[config.mk]
export PLATFORM = sky130hd
export DESIGN_NAME = dmem_bridge
export DESIGN_NICKNAME = d
export VERILOG_FILES = /design/src/rtl/dmem_bridge.sv
export SDC_FILE = /design/constraint.sdc
export NUM_CORES = 1
export LEC_CHECK = 0
export ABC_AREA = 1
export BUFFER_PORTS_ARGS = -buffer_cell sky130_fd_sc_hd__buf_4
export CAP_MARGIN = 30
export CORE_MARGIN = 2
export CORE_UTILIZATION = 49
export CTS_CLUSTER_DIAMETER = 120
export DETAILED_ROUTE_END_ITERATION = 6
export PLACE_DENSITY = 0.76
export SYNTH_ARGS = -nofsm -noshare
export SYNTH_HDL_FRONTEND = slang
export SYNTH_SLANG_ARGS = --single-unit
[constraint.sdc]
create_clock -name clk -period 4.3 [get_ports clk]
set_input_delay 0.215 -clock clk [delete_from_list [all_inputs] [get_ports clk]]
set_output_delay 0.215 -clock clk [all_outputs]
set_load 0.01 [all_outputs]
[src/rtl/dmem_bridge.sv]
// CPU data-memory port to single-outstanding bus bridge: posted writes through a
// small FIFO, blocking reads that drain the FIFO first to keep program order.
`timescale 1ns/1ps
module dmem_bridge #(
    parameter int WBUF_DEPTH = 2
) (
    input  logic        clk,
    input  logic        rst,
    input  logic        en,
    output logic        cpu_en,
    input  logic [3:0]  cpu_mem_write_en,
    input  logic        cpu_mem_read_en,
    input  logic [31:0] cpu_mem_addr,
    input  logic [31:0] cpu_mem_write_data,
    output logic [31:0] cpu_mem_read_data,
    output logic        bus_req,
    output logic [3:0]  bus_we,
    output logic [31:0] bus_addr,
    output logic [31:0] bus_wdata,
    input  logic        bus_ack,
    input  logic [31:0] bus_rdata
);
    localparam int PW = (WBUF_DEPTH > 1) ? $clog2(WBUF_DEPTH) : 1;
    localparam int CW = PW + 1;

    typedef struct packed {
        logic [29:0] waddr;
        logic [31:0] data;
        logic [3:0]  strb;
    } wentry_t;

    typedef enum logic [1:0] {S_IDLE, S_WR, S_RD} state_t;

    wentry_t       wbuf_q [WBUF_DEPTH];
    logic [PW-1:0] wr_ptr_q, rd_ptr_q;
    logic [CW-1:0] cnt_q, cnt_d;
    state_t        state_q, state_d;
    logic          rd_pend_q, rd_pend_d;
    logic [29:0]   rd_waddr_q;
    logic [31:0]   rdata_q;
    logic          bus_req_q, bus_req_d;
    logic [3:0]    bus_we_q, bus_we_d;
    logic [31:0]   bus_addr_q, bus_addr_d;
    logic [31:0]   bus_wdata_q, bus_wdata_d;
    logic          rd_done;

    logic    wbuf_full, wbuf_empty, cpu_wr, push, pop, rd_acc;
    wentry_t head;
    logic    addr_lsb_unused;

    // Byte offset never reaches the bus; lanes are selected by the strobes.
    assign addr_lsb_unused = ^cpu_mem_addr[1:0];

    assign wbuf_full  = (cnt_q == CW'(WBUF_DEPTH));
    assign wbuf_empty = (cnt_q == '0);
    assign cpu_wr     = |cpu_mem_write_en;
    assign head       = wbuf_q[rd_ptr_q];

    // The stall is built from registered state only, so bus_ack never ripples into the CPU.
    assign cpu_en = ~rst & en & ~rd_pend_q & ~(wbuf_full & cpu_wr);
    assign push   = cpu_en & cpu_wr;
    assign rd_acc = cpu_en & ~cpu_wr & cpu_mem_read_en;
    assign pop    = (state_q == S_WR) & bus_ack;

    always_comb begin
        cnt_d = cnt_q;
        case ({push, pop})
            2'b10:   cnt_d = cnt_q + 1'b1;
            2'b01:   cnt_d = cnt_q - 1'b1;
            default: cnt_d = cnt_q;
        endcase
    end

    always_comb begin
        state_d     = state_q;
        bus_req_d   = bus_req_q;
        bus_we_d    = bus_we_q;
        bus_addr_d  = bus_addr_q;
        bus_wdata_d = bus_wdata_q;
        rd_done     = 1'b0;
        case (state_q)
            S_IDLE: begin
                if (!wbuf_empty) begin
                    state_d     = S_WR;
                    bus_req_d   = 1'b1;
                    bus_we_d    = head.strb;
                    bus_addr_d  = {head.waddr, 2'b00};
                    bus_wdata_d = head.data;
                end else if (rd_pend_q || rd_acc) begin
                    // A read accepted this cycle goes straight out to meet the one-cycle-ack latency.
                    state_d    = S_RD;
                    bus_req_d  = 1'b1;
                    bus_we_d   = 4'b0000;
                    bus_addr_d = rd_pend_q ? {rd_waddr_q, 2'b00} : {cpu_mem_addr[31:2], 2'b00};
                end
            end
            S_WR: begin
                if (bus_ack) begin
                    state_d   = S_IDLE;
                    bus_req_d = 1'b0;
                end
            end
            S_RD: begin
                if (bus_ack) begin
                    state_d   = S_IDLE;
                    bus_req_d = 1'b0;
                    rd_done   = 1'b1;
                end
            end
            default: begin
                state_d   = S_IDLE;
                bus_req_d = 1'b0;
            end
        endcase
    end

    always_comb begin
        rd_pend_d = rd_pend_q;
        if (rd_done)
            rd_pend_d = 1'b0;
        else if (rd_acc)
            rd_pend_d = 1'b1;
    end

    always_ff @(posedge clk or posedge rst) begin
        if (rst) begin
            state_q     <= S_IDLE;
            wr_ptr_q    <= '0;
            rd_ptr_q    <= '0;
            cnt_q       <= '0;
            rd_pend_q   <= 1'b0;
            rd_waddr_q  <= '0;
            rdata_q     <= '0;
            bus_req_q   <= 1'b0;
            bus_we_q    <= '0;
            bus_addr_q  <= '0;
            bus_wdata_q <= '0;
        end else begin
            state_q     <= state_d;
            cnt_q       <= cnt_d;
            rd_pend_q   <= rd_pend_d;
            bus_req_q   <= bus_req_d;
            bus_we_q    <= bus_we_d;
            bus_addr_q  <= bus_addr_d;
            bus_wdata_q <= bus_wdata_d;
            if (push)
                wr_ptr_q <= wr_ptr_q + 1'b1;
            if (pop)
                rd_ptr_q <= rd_ptr_q + 1'b1;
            if (rd_acc)
                rd_waddr_q <= cpu_mem_addr[31:2];
            if (rd_done)
                rdata_q <= bus_rdata;
        end
    end

    // Entry storage needs no reset; occupancy alone decides validity.
    always_ff @(posedge clk) begin
        if (push)
            wbuf_q[wr_ptr_q] <= '{waddr: cpu_mem_addr[31:2], data: cpu_mem_write_data,
                                  strb: cpu_mem_write_en};
    end

    assign bus_req           = bus_req_q;
    assign bus_we            = bus_we_q;
    assign bus_addr          = bus_addr_q;
    assign bus_wdata         = bus_wdata_q;
    assign cpu_mem_read_data = rdata_q;
endmodule

==> impl_metrics.ini <==
[setup_path]
critPathArrivalTime_ps = 3590
critPathMaxStageDelay_ps = 590
critPathMaxFanout = 35
worst_path_max_delay_cell = nand2_2
path_class = in -> reg
cp_cell_sequence = dlygate4sd3_1, buf_4, inv_6, nand2_1, nor2_2, nand2_2, nand3_2, nand2_4, clkinv_2, nand2_1, nand2_1
cp-start-kind = input port
crit_path_frequent_cell = nand2_1
worstPathRequired_ps = 4760
end_kind = register

[pwr]
ir_drop_uv = 476.6
p_leak_nw = 6.317
finalPower_mw = 9.596
power.density_nw_per_um2 = 682.3

[floorplanning]
io_pins = 207
fp.dieArea_um2 = 22330
rows = 53
die_h_um = 149.4
chipWidth_um = 149.4
coreArea_um2 = 20890
initial_core_util_pct = 49.62

[yosys]
yosysSeqAreaShare_pct = 71.08
netlist_instances = 945
ys_ff_latch = 268
synth.distinct_cells = 30
ys_warn_count = 0
synth_area_um2 = 10360
avgSynthCellArea_um2 = 10.97

[clocking]
postCtsResizedCells = 0
numClockSinks = 268
post_cts_buffers = 0
path_clk_slew_ps = 60
cts_buffers = 27
clock_latency_ps = 540
cts_tree = done
clockRootBuffer = clkbuf_16
ctsHoldBuffers = 100
cts_max_level = 1
cts_buffer_depth = 3

[grt]
grt_antenna_before_repair = 1
grt_pass1_vias = 7856
grt_max_degree = 67
grt_pass1_wl_mm = 40.82
grtUsageTotal_pct = 23.21
grt_overflow = 0

[final_layout]
multiInputGateArea_um2 = 2698
drive_gt1_share_pct = 22.10
n_fill_cell = 1475
utilization_pct = 67.33
syn2layout_area_growth_pct = 35.68
nets = 1346
instances_no_fill = 1534
register_area_um2 = 7368

[drt]
viasPerCell = 5.200
highest_layer = met4
route.detailed.drc = 0
wl_met2_mm = 13.64
met3_length_mm = 1.612
drt_iter0_markers = 497
wl_per_cell_um = 17.25
wl_mm = 26.47
ant_nets = 0
dr.pass1.iters = 5
via_count = 7977
wl_met1_mm = 10.35

[timing]
fmax_ghz = 0.3198
finalSetupTns_ps = 0
maxSlewHeadroom_pct = 42.64
tightestPinTransition_ps = 858.4
skew_ps = 23.75
rsz0062_at_grt = false
final_hold_viol_count = 0
fin_crit_ps = 3127
setup_viol = 0
fin_crit_sh_pct = 72.73
finalMaxSlewViolations = 0

[run_status]
status = finished, final reports clean

[placement]
place.gp.congestion = 0.7479
place_inst = 1382
dp_hpwl_mm = 14.76
portBuffers = 202

[run]
maxCapViolCount = 0

[hold_path]
min_path_type = in -> reg
## final cells by class
type,instances,share of cell area (%)
Sequential cell,268,52.39
Inverter,14,0.4181
Timing Repair Buffer,317,18.97
Antenna cell,1,0.01779
Clock buffer,34,5.356
Clock inverter,16,1.219
Tap cell,275,2.447
Multi-Input combinational cell,609,19.18
## report_power, final
part	internal (mW)	leakage [nW]	switching [mW]
clock network	1.42	0.447	0.975
registers	3.41	2.89	0.360
logic	1.35	2.98	2.08
## synthesized netlist by cell type
master	n	area [um^2]
inv_1	9	33.78
mux2i_1	4	40.04
buf_4	3	22.52
xor2_1	3	26.28
nor2_1	98	367.9
conb_1	1	3.750
nand3_2	1	10.01
o21ai_0	63	315.3
nand2_1	329	1235
edfxtp_1	132	3964
clkinv_2	1	5.000
nor2_2	1	6.260
clkbuf_2	1	5.000
nand4_1	2	12.51
a21boi_1	1	7.510
a31oi_1	32	200.2
xnor2_1	1	8.760
nand2_2	2	12.51
inv_2	4	15.01
buf_2	9	45.04
buf_6	5	56.30
o22ai_1	30	187.7
ha_1	4	50.05
dfrtp_1	136	3403
nand3_1	30	150.1
nand2_4	1	11.26
a21oi_1	2	10.01
nor2_4	1	11.26
clkbuf_1	37	138.9
o21ai_1	2	10.01
## layout by cell type, fill, tap and decap left out, types with 3 or more instances in the layout
cell type,instances
a31oi_1,32
buf_12,3
buf_4,214
bufinv_16,3
clkbuf_1,3
clkbuf_16,28
clkbuf_8,3
clkinv_2,7
clkinvlp_4,4
dfrtp_1,135
dlygate4sd3_1,100
edfxtp_1,132
ha_1,4
inv_1,9
inv_2,3
mux2i_1,4
nand2_1,329
nand3_1,30
nor2_1,95
nor2_4,3
o21ai_0,63
o22ai_1,30
xor2_1,3
## registers in the layout, summed over array words and instances, names as in the netlist
register           cells
bus_addr              30
bus_req                1
bus_wdata             32
bus_we                 4
cnt_q                  2
cpu_mem_read_data     32
rd_pend_q              1
rd_ptr_q               1
rd_waddr_q            30
state_q                2
wbuf_q               132
wr_ptr_q               1
## through the flow
step | hold slack (ps) | cell area (um^2) | setup slack (ps)
after floorplan | 313.9 | 10370 | -518.0
after global placement | 206.8 | 12080 | 1224
after detailed placement | 211.6 | 12120 | 1204
after CTS | 166.2 | 14040 | 1158
after global routing | 174.0 | 14060 | 908.3
final | 174.1 | 14060 | 1173
## critical path: cells and delay by family
kind	cells	cell delay, ps
buf+inv	4	1390
simple gates	7	1940
## final timing paths
check / from / endpoint / slack (ps) / cells past startpoint
max in group asynchronous: rst / bus_addr[18] / 2980 / 4
setup / recovery: rst / bus_addr[10] / 1170 / 11
hold / removal: en / rd_waddr_q[4] / 170 / 5
hold reg to reg: rd_waddr_q[9] / rd_waddr_q[9] / 470 / 2
setup reg to reg: rd_pend_q / bus_addr[10] / 1520 / 7
min in group asynchronous: rst / cpu_mem_read_data[8] / 190 / 3
## logic make-up (layout without fill, tap and decap cells)
family	Yosys count	after routing	share of synthesized area, %
XOR/XNOR	4	4	0.3381
multiplexers	4	4	0.3863
flip-flops	268	268	71.08
other	1	3	0.03618
buffers and inverters	69	381	3.102
AO/OA/AOI/OAI	130	130	7.050
adder cells (fa/ha/maj)	4	4	0.4829
AND/OR/NAND/NOR	465	465	17.53
## metal layers
layer	track usage, %	up-vias
met5	0	-
met4	9.143	0
met3	3.659	58
met2	40.57	291
met1	29.08	3873
li1	-	3755
Power figures use the tool's default switching activity.
